[config.mk]
export PLATFORM = sky130hd
export DESIGN_NAME = img_rom_scan_ctrl
export DESIGN_NICKNAME = d
export VERILOG_FILES = /design/src/rtl/img_rom_scan_ctrl.sv
export SDC_FILE = /design/constraint.sdc
export NUM_CORES = 1
export LEC_CHECK = 0
export ABC_CLOCK_PERIOD_IN_PS = 4300
export BUFFER_PORTS_ARGS = -buffer_cell sky130_fd_sc_hd__buf_2
export CORE_ASPECT_RATIO = 1.4
export CORE_MARGIN = 5
export CORE_UTILIZATION = 60
export CTS_CLUSTER_DIAMETER = 120
export DETAILED_ROUTE_END_ITERATION = 12
export HOLD_SLACK_MARGIN = 0.02
export PLACE_DENSITY = 0.81
export SLEW_MARGIN = 0
export SYNTH_ARGS = -nofsm -noshare
export SYNTH_HDL_FRONTEND = slang
export SYNTH_SLANG_ARGS = --single-unit
export TNS_END_PERCENT = 30
[constraint.sdc]
create_clock -name clk -period 4.3 [get_ports clk]
set_input_delay 0.86 -clock clk [delete_from_list [all_inputs] [get_ports clk]]
set_output_delay 0.86 -clock clk [all_outputs]
set_load 0.05 [all_outputs]
[src/rtl/img_rom_scan_ctrl.sv]
// img_rom_scan_ctrl: windowed raster reads of a picture ROM, timing realignment and color/gray/binary output.
module img_rom_scan_ctrl #(
    parameter int          IMG_W_LOG2 = 8,
    parameter int          IMG_H_LOG2 = 8,
    parameter int          ADDR_WIDTH = IMG_W_LOG2 + IMG_H_LOG2,
    parameter int          DATA_WIDTH = 24,
    parameter int          CNT_WIDTH  = 12,
    parameter logic [23:0] BG_COLOR   = 24'h000000
) (
    input  logic                  clk,
    input  logic                  rst_n,
    input  logic                  vs_i,
    input  logic                  hs_i,
    input  logic                  de_i,
    input  logic [CNT_WIDTH-1:0]  x_ofs,
    input  logic [CNT_WIDTH-1:0]  y_ofs,
    input  logic [1:0]            mode,
    input  logic [7:0]            thr,
    output logic [ADDR_WIDTH-1:0] rom_addr,
    input  logic [DATA_WIDTH-1:0] rom_rd_data,
    output logic                  vs_o,
    output logic                  hs_o,
    output logic                  de_o,
    output logic [23:0]           rgb_o
);
    localparam int CW = CNT_WIDTH + 1;

    logic                  vs_d, de_d, frame_start, in_win, bin;
    logic [CNT_WIDTH-1:0]  x_cnt, y_cnt, x_ofs_s, y_ofs_s;
    logic [1:0]            mode_s;
    logic [7:0]            thr_s, gray3;
    logic [CW-1:0]         x_lim, y_lim;
    logic [IMG_W_LOG2-1:0] x_rel;
    logic [IMG_H_LOG2-1:0] y_rel;
    logic [2:0]            tim1, tim2, tim3;
    logic                  win1, win2, win3;
    logic [DATA_WIDTH-1:0] rgb3;
    logic [15:0]           gray_sum;
    logic [23:0]           pix, rgb_next;

    // window limits are one bit wider than the counters so a window past counter range never wraps
    always_comb begin
        frame_start = vs_i & ~vs_d;
        x_lim       = {1'b0, x_ofs_s} + CW'(2 ** IMG_W_LOG2);
        y_lim       = {1'b0, y_ofs_s} + CW'(2 ** IMG_H_LOG2);
        in_win      = de_i && x_cnt >= x_ofs_s && {1'b0, x_cnt} < x_lim
                           && y_cnt >= y_ofs_s && {1'b0, y_cnt} < y_lim;
        x_rel       = x_cnt[IMG_W_LOG2-1:0] - x_ofs_s[IMG_W_LOG2-1:0];
        y_rel       = y_cnt[IMG_H_LOG2-1:0] - y_ofs_s[IMG_H_LOG2-1:0];
        gray_sum    = 16'd77 * 16'(rom_rd_data[23:16]) + 16'd150 * 16'(rom_rd_data[15:8])
                    + 16'd29 * 16'(rom_rd_data[7:0]);
        bin         = (gray3 >= thr_s) ^ mode_s[0];
        pix         = mode_s == 2'b00 ? rgb3[23:0] : mode_s == 2'b01 ? {3{gray3}} : {24{bin}};
        rgb_next    = !tim3[0] ? 24'h000000 : win3 ? pix : BG_COLOR;
    end

    always_ff @(posedge clk or negedge rst_n) begin
        if (!rst_n) begin
            vs_d     <= 1'b0;
            de_d     <= 1'b0;
            x_cnt    <= '0;
            y_cnt    <= '0;
            x_ofs_s  <= '0;
            y_ofs_s  <= '0;
            mode_s   <= 2'b00;
            thr_s    <= 8'd0;
            rom_addr <= '0;
        end else begin
            vs_d  <= vs_i;
            de_d  <= de_i;
            x_cnt <= de_i ? x_cnt + CNT_WIDTH'(1) : '0;
            if (frame_start) begin
                y_cnt   <= '0;
                x_ofs_s <= x_ofs;
                y_ofs_s <= y_ofs;
                mode_s  <= mode;
                thr_s   <= thr;
            end else if (de_d && !de_i) begin
                y_cnt <= y_cnt + CNT_WIDTH'(1);
            end
            if (in_win)
                rom_addr <= ADDR_WIDTH'({y_rel, x_rel});
        end
    end

    // stage 1: address issued; stage 2: ROM access; stage 3: gray; stage 4: output
    always_ff @(posedge clk or negedge rst_n) begin
        if (!rst_n) begin
            tim1  <= 3'b000;
            tim2  <= 3'b000;
            tim3  <= 3'b000;
            win1  <= 1'b0;
            win2  <= 1'b0;
            win3  <= 1'b0;
            rgb3  <= '0;
            gray3 <= 8'd0;
            vs_o  <= 1'b0;
            hs_o  <= 1'b0;
            de_o  <= 1'b0;
            rgb_o <= 24'h000000;
        end else begin
            tim1  <= {vs_i, hs_i, de_i};
            tim2  <= tim1;
            tim3  <= tim2;
            win1  <= in_win;
            win2  <= win1;
            win3  <= win2;
            rgb3  <= rom_rd_data;
            gray3 <= 8'(gray_sum >> 8);
            {vs_o, hs_o, de_o} <= tim3;
            rgb_o <= rgb_next;
        end
    end
endmodule

* Word level (Yosys, flattened, before mapping)
Index checks and enable logic that the tools add are counted.
Storage, ports and cells: bits in registers 147, output and inout port bits 43, logic and storage cells 56, input bits 63
Cells by class: $lt $le $gt $ge 5, equality and inequality tests 1, multipliers 3, multiplexer cells 7, bitwise gates (word level) 3, add/subtract/negate cells 8, reduce and logical (&&, ||, !) cells 8
Operators with widths (number):
- $mux W24 | 4
- $mux W12 | 3
- $mul A7 B8 Y15 const A | 2
- $add A12 B9 Y13 const B | 2
- $lt A12 B13 Y1 | 2
- $add A12 B1 Y12 const B | 2
- $ge A12 B12 Y1 | 2
- $add A15 B16 Y16 | 1
- $add A16 B13 Y16 | 1
- $sub A8 B8 Y8 | 2
- $mul A5 B8 Y13 const A | 1
- $ge A8 B8 Y1 | 1
- $logic_and A1 B1 Y1 | 5
- $eq A2 B1 Y1 const B | 1
- $logic_not A2 Y1 | 1
- $reduce_bool A2 Y1 | 1
- $and A1 B1 Y1 | 1
- $logic_not A1 Y1 | 1
- $not A1 Y1 | 1
- $xor A1 B1 Y1 | 1

* Depth between registers and ports, before layout
word-level depth 6, depth in mapped cells 25, depth with buffers taken out 25

* Worst setup path after synthesis
Ideal clock, no wire load.
kind input-to-reg, from input port rom_rd_data[12], to register gray3[7], buffers on the path 0, library setup time 0.125 ns, arrival 6.366 ns, setup slack -2.191 ns, stages on the path 23, data required time 4.175 ns, path through ha_1 ha_1 inv_1 fa_1 fa_1 inv_1 ha_1 o21a_1 a21oi_1 fa_1 fa_1 inv_1 fa_1 fa_1 inv_1 ha_1 o21ai_0 o21ai_0 o21ai_0 a21oi_1 o41a_1 a31oi_1 xnor2_1
On the way: longest elaborated chain between the ends 3
Ends and longest elaborated chain:
- from (decl) | line 20 | input logic [DATA_WIDTH-1:0] rom_rd_data,
- $mul A7 B8 Y15 | line 50 | gray_sum = 16'd77 * 16'(rom_rd_data[23:16]) + 16'd150 * 16'(rom_rd_data[15:8])
- $add A15 B16 Y16 | line 50
- $add A16 B13 Y16 | line 51 | + 16'd29 * 16'(rom_rd_data[7:0]);
- named net gray_sum[15] | line 38 | logic [15:0] gray_sum;
- to (signal assigned) | line 109 | gray3 <= 8'(gray_sum >> 8);
- to (decl) | line 31 | logic [7:0] thr_s, gray3;
The timed path passes the listed nets, and every way through them passes these cells. A chain may end at the register's enable or synchronous reset.

* Final worst setup path
from input port rom_rd_data[12], to register gray3[4]
The elaborated chain is that of the path after synthesis.

==> results.toml <==
[cells_and_area]
instances_no_fill = 1245
fill_cells = 1009
final_common_cell = "dfrtp_1"
syn2layout_area_growth_pct = 21.52
stdcell_area_um2 = 11580
antenna_cells = 0
drive_gt1_share_pct = 27.36
mostFrequentLayoutCells = "145 x dfrtp_1, 126 x inv_1, 116 x ha_1, 102 x buf_2, 60 x buf_4"
finalNetCount = 1284

[status]
outcome = "finished with violations"
violations = "setup timing"

[worst_setup_path]
cp-endpoint = "gray3[4]"
critical_path_cell_count = 25
rr_worst_depth = 11
cp_max_fo = 4
crit_top_cell = "fa_1"
end_kind = "flop"
path_delay_family = "adder cells"
start_kind = "input pin"
reg2reg_slack_ns = 1.25
cp_slowest_cell = "fa_2"
critPathKind = "input pin to flop"
cp_num_buf_inv = 6
timing.rr.end = "rom_addr[6]"
slowest_delay_ns = 0.57
cp.arrival_ns = 6.34
crit_required_ns = 4.64
rr_startpoint = "x_cnt[0]"
crit_start = "rom_rd_data[12]"

[die]
die_w_um = 116.5
ios = 106
rows = 54
initial_core_util_pct = 61.05
dieHeight_um = 159.1
die_area_um2 = 18540
coreArea_um2 = 15610

[grt]
grt_max_degree = 95
grt_remaining_overflow = 0
antenna_found_initial = 0
grt_pass1_wl_mm = 36.31
track_usage_pct = 25.10
grt_pass1_vias = 7615

[logic_synthesis]
synthCells = 866
synth_top_cell_area_share_pct = 38.08
yosysWarnings = 0
ys_ff_latch = 145
synth_area_leaders = "dfrtp_1 38%, ha_1 17%, fa_1 12%"
yosys.area.top_type = "dfrtp_1"
avgSynthCellArea_um2 = 11.00
netlist_area_um2 = 9528
syn-num-nets = 1114
ys_seq_area_share_pct = 38.08
yosysUniqueCellTypes = 53

[sta]
finalHoldWorstSlack_ns = 0.3490
max_freq_mhz = 166.9
layout_min_cycle_time_ns = 5.993
setup_viol = 8
worstMarginPinSlew_ns = 0.9331
slew_violations = 0
rsz0062_at_grt = "yes"
hold_viol_final = 0
max_slew_margin_pct = 37.79
final.setup_skew_ns = 0.01083
setup_ws_ns = -1.693
fin_crit_sh_pct = 139.4

[cts]
clk_latency_ns = 0.43
cts.sinks = 145
postCtsHoldBufs = 0
cts-buffers-inserted = 17
clk_pin_slew_worst_paths_ns = 0.06
cts.path.max_buffers = 2
clockRootBuffer = "clkbuf_16"
cts_tree = "done"
cts_max_level = 4

[pwr]
power_density_nw_per_um2 = 723.4
p_int_uw = 5059
p_comb_share_pct = 62.1
swShare_pct = 39.60
p_leak_uw = 0.005987
totalPowerFinal_uw = 8376
clkPwrFrac_pct = 18.3
power_frac_seq_pct = 19.6
p_switching_uw = 3317
ir_drop_mv = 0.9447

[job]
drv_cap = 0

[routing]
via_per_inst = 5.623
drc_errors = 0
dr.pass1.iters = 5
wl_per_cell_um = 17.94
drt-initial-drc-count = 496
drtAntennaViolNets = 0
wl_mm = 22.34
dr_total_vias = 7001

[worst_hold_path]
hold_path.class = "flop to flop"

[placed_design]
io_buffers = 105
place_inst = 1209
dpl.hpwl_mm = 16.31
place_area_um2 = 10750
gp_congestion = 0.8561
per-stage QoR:
step	utilization, %	setup TNS [ns]	worst slack [ns]
global route	74.19	-13.30	-1.892
CTS	73.85	-11.20	-1.636
floorplan	-	-12.21	-1.832
global placement	68.89	-14.85	-2.132
finish	74.19	-11.85	-1.693
detailed placement	68.89	-16.27	-2.316
registers in the layout, indices dropped and copies added (netlist names), 2 cells and up:
signal    count
x_cnt        12
y_cnt        12
rgb3         24
mode_s        2
tim1          3
gray3         8
thr_s         8
y_ofs_s      12
rom_addr     16
tim2          3
x_ofs_s      12
tim3          3
rgb_o        24
Yosys cell counts, drive strengths merged:
library cell	number
o21a	10
a311oi	2
a2111oi	2
o221ai	1
o31a	2
buf	7
a221oi	1
nand2b	6
o31ai	1
a21oi	33
nand2	49
a211o	3
a221o	1
mux2	16
o41a	2
or2	1
a31o	1
fa	57
xnor2	29
or3	5
xor2	19
mux2i	4
inv	132
a211oi	6
ha	128
dfrtp	145
o21ai	54
nor2	35
a41oi	2
nor2b	6
a41o	1
and3	5
and2	12
o21bai	3
clkbuf	9
nor3	4
nor4	1
nand3	20
a31oi	6
o2111ai	2
o221a	21
a21boi	2
nand4	4
a21o	16
worst reg2reg max path: stages (launching register included):
cell and delay [ns]:
dfrtp_1 0.43, inv_1 0.07, ha_1 0.22, fa_1 0.40, nand2b_1 0.17, a21oi_1 0.27
a41oi_1 0.09, o21ai_1 0.23, a2111oi_2 0.15, nor4_4 0.18, buf_4 0.34, mux2_2 0.38
per-layer routing:
layer  global-route usage (%)  part of all wire [%]  vias up
met1                    27.48                    37     3461
met5                        0                     0        -
met3                    4.715                   4.8       68
li1                         -                     -     3283
met4                    12.03                   4.2        0
met2                    45.39                    54      189
cell type report:
class	count	area, um2	area share [%]
Multi-Input combinational cell	573	5577	48.16
Sequential cell	145	3628	31.34
Timing Repair Buffer	167	1021	8.818
Inverter	132	495.5	4.279
Clock buffer	19	452.9	3.912
Tap cell	196	245.2	2.118
Clock inverter	13	158.9	1.372
cells by family (layout without fill, tap and decap cells):
| logic type | Yosys count | after routing | share of synthesized area (%) |
|---|---|---|---|
| fa+ha+maj | 185 | 185 | 28.79 |
| flops | 145 | 145 | 38.08 |
| simple gates | 148 | 148 | 7.485 |
| compound gates | 172 | 172 | 12.74 |
| buf+inv | 148 | 331 | 6.028 |
| xor+xnor | 48 | 48 | 4.412 |
| mux | 20 | 20 | 2.469 |
repair_timing:
action	4_1_cts	5_1_grt
hold endpoints to repair	0	0
buffers inserted	3	1
endpoints found under the setup margin	8	8
resized for setup	23	10
pin swaps	23	6
power by group through the flow:
stage	clock (uW)	combinational, uW	sequential (uW)
6_report	1530	5210	1640
5_1_grt	1620	5740	1650
3_5_place_dp	0	4230	1660
4_1_cts	1550	4700	1640
3_3_place_gp	0	3960	1660
2_1_floorplan	0	2910	1620
how the worst min path moves through the flow:
| stage | cells past startpoint | slack, ns | end | start |
|---|---|---|---|---|
| 6_report | 0 | 0.35 | tim3[1] | tim2[1] |
| 5_1_grt | 0 | 0.36 | vs_o | tim3[2] |
| 4_1_cts | 0 | 0.35 | tim3[1] | tim2[1] |
| 3_5_place_dp | 0 | 0.34 | tim3[1] | tim2[1] |
| 3_3_place_gp | 0 | 0.33 | vs_o | tim3[2] |
| 2_1_floorplan | 0 | 0.33 | hs_o | tim3[1] |
(Power assumes the default switching activity.)
